[src/rtl/vga_timing_gen.sv]
// Programmable VGA/DVI timing generator: timing outputs are registered once, then delayed PIPE more cycles.
// No backpressure; enable=0 freezes counters and pipeline, and cfg_load is still accepted.
module vga_timing_gen #(
  parameter int CW     = 11,
  parameter int PIPE   = 0,
  parameter int D_HACT = 640,
  parameter int D_HFP  = 16,
  parameter int D_HS   = 96,
  parameter int D_HBP  = 48,
  parameter int D_VACT = 480,
  parameter int D_VFP  = 10,
  parameter int D_VS   = 2,
  parameter int D_VBP  = 33,
  parameter bit D_HPOL = 1'b0,
  parameter bit D_VPOL = 1'b0
) (
  input  logic          pixel_clock,
  input  logic          reset_n,
  input  logic          enable,
  input  logic [CW-1:0] cfg_h_act,
  input  logic [CW-1:0] cfg_h_fp,
  input  logic [CW-1:0] cfg_h_sync,
  input  logic [CW-1:0] cfg_h_bp,
  input  logic [CW-1:0] cfg_v_act,
  input  logic [CW-1:0] cfg_v_fp,
  input  logic [CW-1:0] cfg_v_sync,
  input  logic [CW-1:0] cfg_v_bp,
  input  logic          cfg_h_pol,
  input  logic          cfg_v_pol,
  input  logic          cfg_load,
  output logic          cfg_pending,
  output logic          cfg_err,
  output logic          h_sync,
  output logic          v_sync,
  output logic          disp_enable,
  output logic [CW-1:0] column,
  output logic [CW-1:0] row,
  output logic          line_start,
  output logic          frame_start
);

  localparam int XW = CW + 2;

  typedef struct packed {
    logic [CW-1:0] act;
    logic [CW-1:0] fp;
    logic [CW-1:0] sync;
    logic [CW-1:0] bp;
  } axis_t;

  typedef struct packed {
    axis_t h;
    axis_t v;
    logic  h_pol;
    logic  v_pol;
  } mode_t;

  typedef struct packed {
    logic          h_sync;
    logic          v_sync;
    logic          disp_enable;
    logic          line_start;
    logic          frame_start;
    logic [CW-1:0] column;
    logic [CW-1:0] row;
  } tim_t;

  localparam mode_t MODE_DEF = mode_t'({CW'(D_HACT), CW'(D_HFP), CW'(D_HS), CW'(D_HBP),
                                        CW'(D_VACT), CW'(D_VFP), CW'(D_VS), CW'(D_VBP),
                                        D_HPOL, D_VPOL});
  localparam tim_t TIM_RST = tim_t'({~D_HPOL, ~D_VPOL, 3'b000, {(2*CW){1'b0}}});
  localparam logic [XW-1:0] MAX_TOTAL = {2'b01, {CW{1'b0}}};

  function automatic logic [XW-1:0] ext(input logic [CW-1:0] x);
    return {2'b00, x};
  endfunction

  function automatic logic [XW-1:0] total(input axis_t a);
    return ext(a.act) + ext(a.fp) + ext(a.sync) + ext(a.bp);
  endfunction

  // Widened sums keep every accepted mode free of wrap-around in the bounds.
  function automatic logic axis_bad(input axis_t a);
    return (a.act == '0) || (a.sync == '0) || (total(a) > MAX_TOTAL);
  endfunction

  mode_t         act_q, pend_q, cfg_in;
  logic [CW-1:0] h_q, v_q;
  logic          h_last, v_last, wrap, cfg_ok;
  logic          in_h_act, in_v_act, in_hs, in_vs;
  tim_t          tim_d;
  tim_t          pipe_q [PIPE+1];

  assign cfg_in = {cfg_h_act, cfg_h_fp, cfg_h_sync, cfg_h_bp,
                   cfg_v_act, cfg_v_fp, cfg_v_sync, cfg_v_bp,
                   cfg_h_pol, cfg_v_pol};
  assign cfg_ok = !(axis_bad(cfg_in.h) || axis_bad(cfg_in.v));

  assign h_last = ext(h_q) == total(act_q.h) - XW'(1);
  assign v_last = ext(v_q) == total(act_q.v) - XW'(1);
  assign wrap   = enable && h_last && v_last;

  assign in_h_act = h_q < act_q.h.act;
  assign in_v_act = v_q < act_q.v.act;
  assign in_hs    = (ext(h_q) >= ext(act_q.h.act) + ext(act_q.h.fp)) &&
                    (ext(h_q) <  ext(act_q.h.act) + ext(act_q.h.fp) + ext(act_q.h.sync));
  assign in_vs    = (ext(v_q) >= ext(act_q.v.act) + ext(act_q.v.fp)) &&
                    (ext(v_q) <  ext(act_q.v.act) + ext(act_q.v.fp) + ext(act_q.v.sync));

  always_ff @(posedge pixel_clock or negedge reset_n) begin
    if (!reset_n) begin
      h_q         <= '0;
      v_q         <= '0;
      act_q       <= MODE_DEF;
      pend_q      <= MODE_DEF;
      cfg_pending <= 1'b0;
      cfg_err     <= 1'b0;
    end else begin
      cfg_err <= cfg_load && !cfg_ok;
      if (enable) begin
        if (h_last) begin
          h_q <= '0;
          v_q <= v_last ? '0 : v_q + CW'(1);
        end else begin
          h_q <= h_q + CW'(1);
        end
      end
      // The pending shadow is read before a same-edge load overwrites it.
      if (wrap && cfg_pending)
        act_q <= pend_q;
      if (cfg_load && cfg_ok) begin
        pend_q      <= cfg_in;
        cfg_pending <= 1'b1;
      end else if (wrap) begin
        cfg_pending <= 1'b0;
      end
    end
  end

  always_comb begin
    tim_d             = TIM_RST;
    tim_d.h_sync      = in_hs ? act_q.h_pol : ~act_q.h_pol;
    tim_d.v_sync      = in_vs ? act_q.v_pol : ~act_q.v_pol;
    tim_d.disp_enable = in_h_act && in_v_act;
    tim_d.line_start  = (h_q == '0);
    tim_d.frame_start = (h_q == '0) && (v_q == '0);
    tim_d.column      = (in_h_act && in_v_act) ? h_q : '0;
    tim_d.row         = (in_h_act && in_v_act) ? v_q : '0;
  end

  always_ff @(posedge pixel_clock or negedge reset_n) begin
    if (!reset_n) begin
      for (int i = 0; i <= PIPE; i++)
        pipe_q[i] <= TIM_RST;
    end else if (enable) begin
      pipe_q[0] <= tim_d;
      for (int i = 1; i <= PIPE; i++)
        pipe_q[i] <= pipe_q[i-1];
    end
  end

  assign h_sync      = pipe_q[PIPE].h_sync;
  assign v_sync      = pipe_q[PIPE].v_sync;
  assign disp_enable = pipe_q[PIPE].disp_enable;
  assign line_start  = pipe_q[PIPE].line_start;
  assign frame_start = pipe_q[PIPE].frame_start;
  assign column      = pipe_q[PIPE].column;
  assign row         = pipe_q[PIPE].row;

endmodule

[config.mk]
export PLATFORM = sky130hd
export DESIGN_NAME = vga_timing_gen
export DESIGN_NICKNAME = d
export VERILOG_FILES = /design/src/rtl/vga_timing_gen.sv
export SDC_FILE = /design/constraint.sdc
export NUM_CORES = 1
export LEC_CHECK = 0
export ABC_AREA = 1
export CAP_MARGIN = 10
export CORE_ASPECT_RATIO = 1.75
export CORE_UTILIZATION = 47
export DETAILED_ROUTE_END_ITERATION = 12
export PLACE_DENSITY = 0.65
export SLEW_MARGIN = 20
export SYNTH_ARGS = -nofsm -noshare
export SYNTH_HDL_FRONTEND = slang
export SYNTH_SLANG_ARGS = --single-unit
[constraint.sdc]
create_clock -name pixel_clock -period 5 [get_ports pixel_clock]
set_clock_uncertainty 0.05 [all_clocks]
set_input_delay 1 -clock pixel_clock [delete_from_list [all_inputs] [get_ports pixel_clock]]
set_output_delay 1 -clock pixel_clock [all_outputs]
set_load 0.1 [all_outputs]
==> metrics.md <==
| Metric | Value |
|---|---|
| Status | finished with violations |
| Failing checks | setup timing |
| Syn avg cell area | about 7.9 um^2 |
| Ys flop type | dfrtp_1 |
| Commonest non-fill, non-tap cell in the layout | nand2_1 |
| Pleak | 11.00 nW |
| Sink Count | 231 |
| CP arrival | 5.49 ns |
| Netlist area before placement | 17340 um^2 |
| Mux cell area share after synthesis | 0 |
| Worst hold path startpoint | pend_q[27] |
| Starting Density | 0.4798 |
| DRT iter0 DRCs | approximately 670 |
| Pins Over Slew Limit | 0 |
| VDD IR max | 0.2512 mV |
| Total gr overflow | 0 |
| Synth Register Bits | 231 |
| Post-DP HPWL | 34760 um |
| RSZ-0062 raised after global routing | true |
| Total of max-cap violations | 0 |
| Final hold vios | 0 |
| Post-Synthesis Cells | 2190 |
| DIE WIDTH | 147.2 um |
| Antenna Nets Post-Route | 0 |
| Fmax | 0.1965 GHz |
| CTS tree | built |
| Die Area | 37700 um^2 |
| WL met2 | 25190 um |
| Final min period | 5.090 ns |
| Most Frequent Cell on Critical Path | nand2_1 |
| Worst slew pin tran | approximately 0.99 ns |
| WL/cell | 16.34 um |
| GP Congestion | 0.9182 |
| Main combinational cell family by area after synthesis | simple AND/OR/NAND/NOR gates |
| Inserted Diodes | 0 |
| Data required time at the worst endpoint | 5.40 ns |
| Final non-filler cell total | 2917 |
| M1 wire length | 19180 um |
| Synth Area in Compound Gates | 0.06025 |
| Type of the worst setup path | flop to flop |
| Count of cell types in the netlist | 52 |
| Port Buffers | around 120 |
| Reg-to-Reg Start | act_q[27] |
| Total Routing Usage GR | 0.2462 |
| Critical Path Source | act_q[27] |
| Hold Crit Class | flop to flop |
| Root buffer cell | clkbuf_16 |
| Setup TNS | -3.218 ns |
| First-pass detailed-route iteration total | 5 |
| Largest net degree at the start of global routing | roughly 100 |
| Area growth syn-to-layout | 25.58% |
| First-pass GRT wire length | between 70000 and 80000 um |
| Fin nets | approximately 2800 |
| WL met3 | 1434 um |
| Remaining DRCs | 0 |
| Reg clk slew, reported paths | about 0.070 ns |
| Synth Net Count | roughly 2500 |
| Post-route setup slack | -0.08993 ns |
| Post-synthesis xor/xnor area fraction | 0.04286 |
| Clk_lat worst skew | 0.52 ns |
| Initial antenna violation count | 0 |
| Post-synthesis simple-gate area fraction | 0.2969 |
| Final wirelength | 47670 um |
| Sequential area share after synthesis | 0.3358 |
| Startpoint Class | flop |
| Ys Warns | 0 |
| Inst Count DP | 2830 |
| CTS Buf Count | 21 |
| # IOs | 123 |
| Via count of the first global-routing pass | 15870 |
| Core area | 36140 um^2 |
| Worst Path Max Fanout | 11 |
| Final instance area | 21780 um^2 |
| Cell Pwr Density | 294.3 nW/um^2 |
| Die Y | between 200 and 300 um |
| Via count | 15640 |
| Avg Vias per Cell | 5.361 |
| Area of placed instances | 19710 um^2 |
| Worst path slowest cell | dfstp_2 |
| Final Core Density | 0.6025 |
| Rows | 92 |
| CP endpoint kind | flop |
| Period utilization | 1.018 |
| H-tree depth | 1 |
| Worst slew margin | 0.3403 |
| Commonest non-fill, non-tap cells in the layout | 640 x nand2_1, 223 x inv_1, 195 x dfrtp_1, 180 x nand3_1, 153 x ha_1 |
| Longest Clk Path Bufs | 3 |
| Layout cells sized above 1 | 0.1720 |
| Synth Area in Adders | 0.1840 |
| Final setup viols | 88 |
| Slowest cell delay on critical path | 0.54 ns |
| Top Layer Used | met4 |
| Synth async-reset ratio | 1.000 |
| Number of synthesized flops with an enable pin | 0 |
| Pre-CTS setup slack | -0.2163 ns |
==> flip-flops by register name, summed over array words and instances (netlist names) <==
| signal | count |
|---|---|
| act_q | 90 |
| cfg_err | 1 |
| cfg_pending | 1 |
| column | 11 |
| disp_enable | 1 |
| frame_start | 1 |
| h_q | 11 |
| h_sync | 1 |
| line_start | 1 |
| pend_q | 90 |
| row | 11 |
| v_q | 11 |
| v_sync | 1 |
==> through the flow <==
| stage | hold WS [ns] | total power [mW] |
|---|---|---|
| after floorplan | 0.3919 | 3.990 |
| after global placement | 0.4038 | 4.638 |
| after detailed placement | 0.4048 | 4.714 |
| after CTS | 0.4145 | 6.438 |
| after global routing | 0.4332 | 6.840 |
| final | 0.4126 | 6.409 |
==> report_power, final <==
part,switching (mW),internal [mW]
registers,0.324,2.28
clock network,0.726,0.987
logic,1.30,0.789
==> cell type report <==
cell class	instances	area, um^2
Clock inverter	8	140.1
Timing Repair Buffer	297	2915
Tap cell	470	588.1
Inverter	232	870.8
Sequential cell	231	5826
Multi-Input combinational cell	1650	10850
Fill cell	3264	14370
Clock buffer	29	585.6
==> path summary, 6_finish.rpt <==
kind                         endpoint  slack, ns  cells after the start
setup / recovery            act_q[84]      -0.09                     28
hold / removal             pend_q[27]       0.41                      2
setup reg to reg            act_q[84]      -0.09                     28
hold reg to reg            pend_q[27]       0.41                      2
max in group asynchronous   act_q[80]       3.31                      2
min in group asynchronous   pend_q[3]       0.46                      1
==> per-layer routing <==
metal	vias to the layer above	global-route usage
met1	7482	0.2898
met3	104	0.01818
met5	-	0
li1	7680	-
met2	371	0.4541
met4	0	0.1028
==> cell usage after synthesis (11+ instances only) <==
cell type,instances,area share
clkbuf_1,21,0.0045
a21oi_1,86,0.025
nand4_1,110,0.040
buf_2,23,0.0066
fa_1,50,0.058
dfrtp_1,197,0.28
nand3b_1,15,0.0065
nor4_1,11,0.0040
nand3_1,188,0.054
inv_1,228,0.049
xnor2_1,21,0.011
xor2_1,57,0.029
nor2_1,95,0.021
dfstp_2,34,0.052
nand2_1,685,0.15
nor3_1,22,0.0063
ha_1,175,0.13
o21ai_0,60,0.017
==> critical path: cells and delay by family (launching register included) <==
kind | cells | cell delay [ns]
simple gates | 12 | 1.35
fa+ha+maj | 4 | 1.15
compound gates | 7 | 1.15
flops | 1 | 0.54
buf+inv | 3 | 0.40
xor+xnor | 2 | 0.39
==> what timing repair did <==
| item | CTS | global route |
|---|---|---|
| endpoints found under the hold margin | 0 | 0 |
| pin swaps | 25 | 90 |
| endpoints found under the setup margin | 109 | 113 |
| buffers inserted | 25 | 14 |
| gates cloned | 5 | 10 |
| resized for setup | 80 | 94 |
| hold buffers | 0 | 0 |
==> kinds of logic (layout without fill, tap and decap cells) <==
family,count (synthesis),count (layout)
compound gates,187,187
simple gates,1157,1157
flops,231,231
buf+inv,309,566
xor+xnor,81,81
fa+ha+maj,225,225
No activity file was read; power rests on OpenSTA's default activity.
